$ cat config.mk
export PLATFORM = sky130hd
export DESIGN_NAME = delay_protocol_sequencer
export DESIGN_NICKNAME = d
export VERILOG_FILES = /design/src/rtl/delay_protocol_sequencer.sv
export SDC_FILE = /design/constraint.sdc
export NUM_CORES = 2
export LEC_CHECK = 0
export CORE_ASPECT_RATIO = 0.9
export CORE_UTILIZATION = 55
export DETAILED_ROUTE_END_ITERATION = 16
export GPL_ROUTABILITY_DRIVEN = 0
export HOLD_SLACK_MARGIN = 0.12
export PLACE_DENSITY = 0.77
export SETUP_SLACK_MARGIN = 0.4
export SLEW_MARGIN = 30
export SYNTH_ARGS = -nofsm -noshare
export SYNTH_HDL_FRONTEND = slang
export SYNTH_SLANG_ARGS = --single-unit
export TNS_END_PERCENT = 1
$ cat constraint.sdc
create_clock -name clk_i -period 3.6 [get_ports clk_i]
set_input_delay 0.72 -clock clk_i [delete_from_list [all_inputs] [get_ports clk_i]]
set_output_delay 0.72 -clock clk_i [all_outputs]
set_load 0.02 [all_outputs]
$ cat src/rtl/delay_protocol_sequencer.sv
// delay_protocol_sequencer
//
// Steps the delay/pulse generator through a table of up to NPROTOCOLS protocols.
// Each protocol is a full set of NDELAY_CHANNELS delay/width pairs plus a
// replicate count. Every protocol change is handed to the generator so that it
// takes effect on a t0 boundary and lasts exactly that protocol's replicate
// count of periods.
//
// Optional feature: define DELAY_SEQ_LOOP_EN to wrap from the last active
// protocol back to protocol 0 forever. When it is not defined, the block stops
// in DONE once the last protocol has run all of its periods.
//
// Ports
//   clk_i                    system clock
//   reset_ni                 asynchronous active-low reset
//   cfg_wr_i                 table write strobe: table[cfg_proto_i][cfg_chan_i] <= cfg_pair_i
//   cfg_proto_i              protocol index for table/replicate writes
//   cfg_chan_i               channel index for table writes
//   cfg_pair_i               delay/width pair, packed as {delay, width}
//   cfg_rep_wr_i             replicate write strobe: rep[cfg_proto_i] <= cfg_rep_i
//   cfg_rep_i                periods per protocol (0 behaves as 1)
//   cfg_nprotocols_i         active protocol count (0 behaves as 1)
//   run_i                    level: high runs, low aborts
//   tp0_i                    generator t0 pulse, one clock wide
//   user_delay_width_pairs_o registered pairs presented to the generator
//   user_data_valid_o        load request to the generator
//   protocol_index_o         protocol currently presented or armed
//   busy_o                   high in ARM or RUN
//   done_o                   high in DONE

module delay_protocol_sequencer #(
    parameter int unsigned NDELAY_CHANNELS = 9,
    parameter int unsigned NPROTOCOLS      = 4,
    parameter int unsigned WIDTH           = 32,
    localparam int unsigned PW = (NPROTOCOLS > 1) ? $clog2(NPROTOCOLS) : 1,
    localparam int unsigned CW = (NDELAY_CHANNELS > 1) ? $clog2(NDELAY_CHANNELS) : 1
) (
    input  logic                                        clk_i,
    input  logic                                        reset_ni,
    input  logic                                        cfg_wr_i,
    input  logic [PW-1:0]                               cfg_proto_i,
    input  logic [CW-1:0]                               cfg_chan_i,
    input  logic [2*WIDTH-1:0]                          cfg_pair_i,
    input  logic                                        cfg_rep_wr_i,
    input  logic [WIDTH-1:0]                            cfg_rep_i,
    input  logic [PW:0]                                 cfg_nprotocols_i,
    input  logic                                        run_i,
    input  logic                                        tp0_i,
    output logic [NDELAY_CHANNELS-1:0][2*WIDTH-1:0]     user_delay_width_pairs_o,
    output logic                                        user_data_valid_o,
    output logic [PW-1:0]                               protocol_index_o,
    output logic                                        busy_o,
    output logic                                        done_o
);

    typedef enum logic [1:0] {StIdle, StArm, StRun, StDone} state_e;

    state_e                                     state_q, state_d;
    logic [NDELAY_CHANNELS-1:0][2*WIDTH-1:0]    table_q [NPROTOCOLS];
    logic [WIDTH-1:0]                           rep_q   [NPROTOCOLS];
    logic [NDELAY_CHANNELS-1:0][2*WIDTH-1:0]    pairs_q, pairs_d;
    logic                                       valid_q, valid_d;
    logic [PW-1:0]                              index_q, index_d;
    logic [WIDTH-1:0]                           count_q, count_d;
    // Last protocol has started its final period; leave for DONE at the next t0.
    logic                                       final_q, final_d;

    logic [WIDTH-1:0]                           rep_eff;
    logic [WIDTH:0]                             count_inc;
    logic [PW:0]                                nprot_eff;
    logic [PW:0]                                next_idx;
    logic                                       last_period;

    always_ff @(posedge clk_i or negedge reset_ni) begin
        if (!reset_ni) begin
            state_q <= StIdle;
            pairs_q <= '0;
            valid_q <= 1'b0;
            index_q <= '0;
            count_q <= '0;
            final_q <= 1'b0;
            for (int p = 0; p < int'(NPROTOCOLS); p++) begin
                table_q[p] <= '0;
                rep_q[p]   <= '0;
            end
        end else begin
            state_q <= state_d;
            pairs_q <= pairs_d;
            valid_q <= valid_d;
            index_q <= index_d;
            count_q <= count_d;
            final_q <= final_d;
            // Loads read table_q, so a same-edge write is seen only on a later load.
            if (cfg_wr_i && (32'(cfg_chan_i) < NDELAY_CHANNELS)) begin
                table_q[cfg_proto_i][cfg_chan_i] <= cfg_pair_i;
            end
            if (cfg_rep_wr_i) begin
                rep_q[cfg_proto_i] <= cfg_rep_i;
            end
        end
    end

    always_comb begin
        rep_eff   = (rep_q[index_q] == '0) ? {{(WIDTH-1){1'b0}}, 1'b1} : rep_q[index_q];
        count_inc = {1'b0, count_q} + {{WIDTH{1'b0}}, 1'b1};
        next_idx  = {1'b0, index_q} + (PW+1)'(1);
        if (cfg_nprotocols_i == '0) begin
            nprot_eff = (PW+1)'(1);
        end else if (cfg_nprotocols_i > (PW+1)'(NPROTOCOLS)) begin
            nprot_eff = (PW+1)'(NPROTOCOLS);
        end else begin
            nprot_eff = cfg_nprotocols_i;
        end
    end

    always_comb begin
        state_d     = state_q;
        pairs_d     = pairs_q;
        valid_d     = valid_q;
        index_d     = index_q;
        count_d     = count_q;
        final_d     = final_q;
        last_period = 1'b0;

        case (state_q)
            StIdle: begin
                if (run_i) begin
                    index_d = '0;
                    pairs_d = table_q[0];
                    valid_d = 1'b1;
                    final_d = 1'b0;
                    state_d = StArm;
                end
            end
            StArm: begin
                if (!run_i) begin
                    state_d = StIdle;
                    valid_d = 1'b0;
                    index_d = '0;
                    final_d = 1'b0;
                end else if (tp0_i) begin
                    // The generator latches on this t0: period 1 of this protocol.
                    valid_d     = 1'b0;
                    count_d     = {{(WIDTH-1){1'b0}}, 1'b1};
                    state_d     = StRun;
                    last_period = (rep_eff == {{(WIDTH-1){1'b0}}, 1'b1});
                end
            end
            StRun: begin
                if (!run_i) begin
                    state_d = StIdle;
                    valid_d = 1'b0;
                    index_d = '0;
                    final_d = 1'b0;
                end else if (tp0_i) begin
                    if (final_q) begin
                        state_d = StDone;
                    end else begin
                        // Widened compare so rep = 2^WIDTH-1 cannot wrap.
                        count_d     = count_inc[WIDTH-1:0];
                        last_period = (count_inc == {1'b0, rep_eff});
                    end
                end
            end
            StDone: begin
                if (!run_i) begin
                    state_d = StIdle;
                    index_d = '0;
                end
            end
            default: state_d = StIdle;
        endcase

        // The period just started is the last one for this protocol: present the
        // next one now so the generator picks it up at the following t0.
        if (last_period) begin
            if (next_idx >= nprot_eff) begin
`ifdef DELAY_SEQ_LOOP_EN
                index_d = '0;
                pairs_d = table_q[0];
                valid_d = 1'b1;
                state_d = StArm;
`else
                final_d = 1'b1;
                state_d = StRun;
`endif
            end else begin
                index_d = next_idx[PW-1:0];
                pairs_d = table_q[next_idx[PW-1:0]];
                valid_d = 1'b1;
                state_d = StArm;
            end
        end
    end

    assign user_delay_width_pairs_o = pairs_q;
    assign user_data_valid_o        = valid_q;
    assign protocol_index_o         = index_q;
    assign busy_o                   = (state_q == StArm) || (state_q == StRun);
    assign done_o                   = (state_q == StDone);

endmodule

==> reports/qor.csv <==
stage,metric,value,unit
placed_design,dp_slack,-0.414,ns
min_path,whs_path_depth,1,
setup_path,crit_fanout,92,
synth,synth_top_area_frac,0.567,
timing,setup_viol,562,
synth,yosysMostFrequentCell,dfrtp_1,
synth,synth_area_leaders,"dfrtp_1, mux2_2, mux4_2, mux2i_1, a21oi_1",
routing,vias,82900,
setup_path,r2r_slack,-0.34,ns
timing,period_minus_slack,3.94,ns
floorplanning,ios,692,
global_route,grt_max_degree,134,
clocking,cts-root-buf,clkbuf_16,
floorplanning,core,242000,um2
final_layout,area_delta_synth_final,17.9,%
setup_path,endpoint_kind,flip-flop,
global_route,gr-usage-met2,0.476,
synth,synth-seq-cells,3046,
global_route,grt-ovfl-total,0,
status,status,"complete, but fails checks",
power_and_ir_drop,peakVddDrop,573,uV
synth,avgSynthCellArea,14.8,um2
floorplanning,initial_core_util,0.556,
power_and_ir_drop,total_power,0.105,W
setup_path,critical_path_class,flip-flop to flip-flop,
global_route,antenna_found_initial,13,
synth,ys_types,70,
synth,synth_ff_type,dfrtp_1,
placed_design,dp_hpwl,234000,um
synth,syn_area,135000,um2
synth,async_flop_share,1.00,
setup_path,crit_path_start_kind,flip-flop,
synth,yosys_warnings,0,
setup_path,cp.required,4.30,ns
routing,via_per_inst,6.31,
final_layout,fillers,16600,
synth,synth_enable_flop_cells,0,
timing,final-max-slew-violation-count,0,
global_route,grtUsageMet1,0.429,
floorplanning,die_w,523,um
timing,hold_viol,0,
synth,synthCells,9081,
synth,yosysSeqAreaShare,0.567,
timing,tightest_slew,1.11,ns
clocking,cts_buffers,313,
timing,slew-limit-headroom,0.262,
floorplanning,fp.dieArea,247000,um2
status,violations,negative setup slack,
routing,drc_errors,0,
timing,hold_ws,0.501,ns
power_and_ir_drop,p_leak,76.1,nW
clocking,clock_latency,0.87,ns
floorplanning,num_rows,171,
global_route,grtUsageMet3,0.0525,
timing,grt_setup_unrepaired,true,
floorplanning,die_h,471,um
clocking,tritoncts,yes,
setup_path,crit_end,user_delay_width_pairs_o[157],
placed_design,portBuffers,691,
routing,drt_wl_total,373000,um
final_layout,drive_above_1_share,0.423,
final_layout,finish.net_count,9822,
timing,fin_ws,-0.336,ns
setup_path,r2r-end,user_delay_width_pairs_o[157],
timing,finClkSkew,0.0460,ns
routing,first_pass_iters,6,
global_route,grt_usage,0.304,
timing,max_freq,0.254,GHz
setup_path,cp.arrival,4.63,ns
power_and_ir_drop,p_per_area,661,nW/um2
clocking,path_clk_slew,0.06,ns
global_route,grt_pass1_wl,563000,um
timing,finalCritPeriodShare,1.09,
routing,ant_nets,0,
synth,synth_top_area_cell,dfrtp_1,
clocking,clock-sinks,3046,
synth,syn_nets,9201,
run,drv_cap,0,
setup_path,rr_worst_depth,14,
synth,synthTopCellsByCount,"dfrtp_1, mux2_2, clkbuf_1, mux4_2, a21oi_1",
clocking,clockBufferDepth,4,
global_route,grt_pass1_vias,86700,
clocking,htreeDepth,5,
min_path,min_path_type,flip-flop to flip-flop,
routing,drt_iter0_drc,7136,
setup_path,critPathLaunch,protocol_index_o[0],
routing,wl_per_cell,28.4,um
global_route,grt_busiest_layer,met2,
setup_path,r2r_start,protocol_index_o[0],
==> kinds of logic after synthesis <==
logic type | after synthesis | share of synthesized area
and+or+nand+nor | 817 | 0.0265
xor gates and xnor gates | 41 | 0.00319
AOI/OAI and AO/OA | 693 | 0.0270
adders and majority gates | 9 | 0.000837
muxes | 3621 | 0.349
buffers and inverters | 854 | 0.0273
DFF | 3046 | 0.567
==> timing repair <==
action | in CTS | in global routing
setup endpoints to repair | 582 | 583
gates resized for setup | 86 | 98
cloned | 5 | 1
hold buffers | 1 | 0
pin swaps | 12 | 5
hold endpoints to repair | 27 | 0
buffers inserted | 10 | 4
==> area by class of cell <==
cell class	count	area, um2	area share
repair buffers	1148	12500	0.0786
clock inverters	91	1230	0.00776
diodes	5	12.5	0.0000789
flip-flops and latches	3046	76200	0.481
well taps	3200	4000	0.0252
inverters	12	45.0	0.000284
multi-input cells	5181	55400	0.349
clock buffers	461	9240	0.0582
==> layout by cell type, fill, tap and decap left out, types with 9 or more instances in the layout <==
cell / instances
clkbuf_8: 72
clkinv_2: 41
buf_6: 11
and4_1: 11
xnor2_1: 23
o21ai_0: 47
and3_1: 14
nor2_1: 482
nand2_4: 33
bufinv_16: 25
clkbuf_16: 320
dfrtp_1: 3045
clkinvlp_4: 9
nor2_4: 17
nor2_2: 115
a21oi_1: 579
nand2_1: 45
nand4_1: 13
buf_12: 152
clkdlybuf4s50_1: 685
nor3_1: 11
mux2_2: 2432
clkbuf_1: 70
mux4_2: 609
a21oi_2: 17
mux2i_1: 580
buf_4: 282
nand3_1: 18
inv_1: 12
==> power by group <==
part	switching (W)	internal, W
Clock	0.0135	0.0196
Combinational	0.0114	0.0126
Sequential	0.00666	0.0410
Total	0.0316	0.0732
==> state kept, by name (all words and copies together) (netlist names) <==
name and flops:
count_q 32, final_q 1, protocol_index_o 2, rep_q 128, state_q 2, table_q 2304
user_data_valid_o 1, user_delay_width_pairs_o 576
==> per-stage QoR <==
stage	area (um2)	std cells	setup TNS [ns]	util
floorplan	135000	9081	0	-
global placement	147000	12600	-174.16	0.607
detailed placement	147000	12600	-182.84	0.607
CTS	158000	13100	-100.41	0.653
global route	159000	13100	-158.82	0.655
finish	159000	13100	-110.31	0.655
==> worst min-delay path by stage <==
stage                    end           from
2_1_floorplan     count_q[0]       reset_ni
3_3_place_gp   table_q[1137]  table_q[1137]
3_5_place_dp       rep_q[45]      rep_q[45]
4_1_cts            rep_q[45]      rep_q[45]
5_1_grt         table_q[869]   table_q[869]
6_report       table_q[1236]  table_q[1236]
==> routing by layer <==
layer / share of wire / vias up
met4: 0.037 / 4
li1: - / 34400
met1: 0.42 / 45000
met5: 0.000070 / -
met2: 0.48 / 2895
met3: 0.065 / 616
==> critical path: stages, from the launching register on <==
cell,delay (ns)
dfrtp_4,0.50
buf_12,0.15
buf_8,0.13
mux4_2,0.45
nor4_1,0.41
and4_1,0.27
a31oi_1,0.11
xnor2_1,0.27
nand4_1,0.19
o41a_4,0.42
buf_12,0.17
buf_12,0.16
buf_12,0.22
nor2_1,0.18
a21oi_1,0.06
No activity file was read; power rests on OpenSTA's default activity.
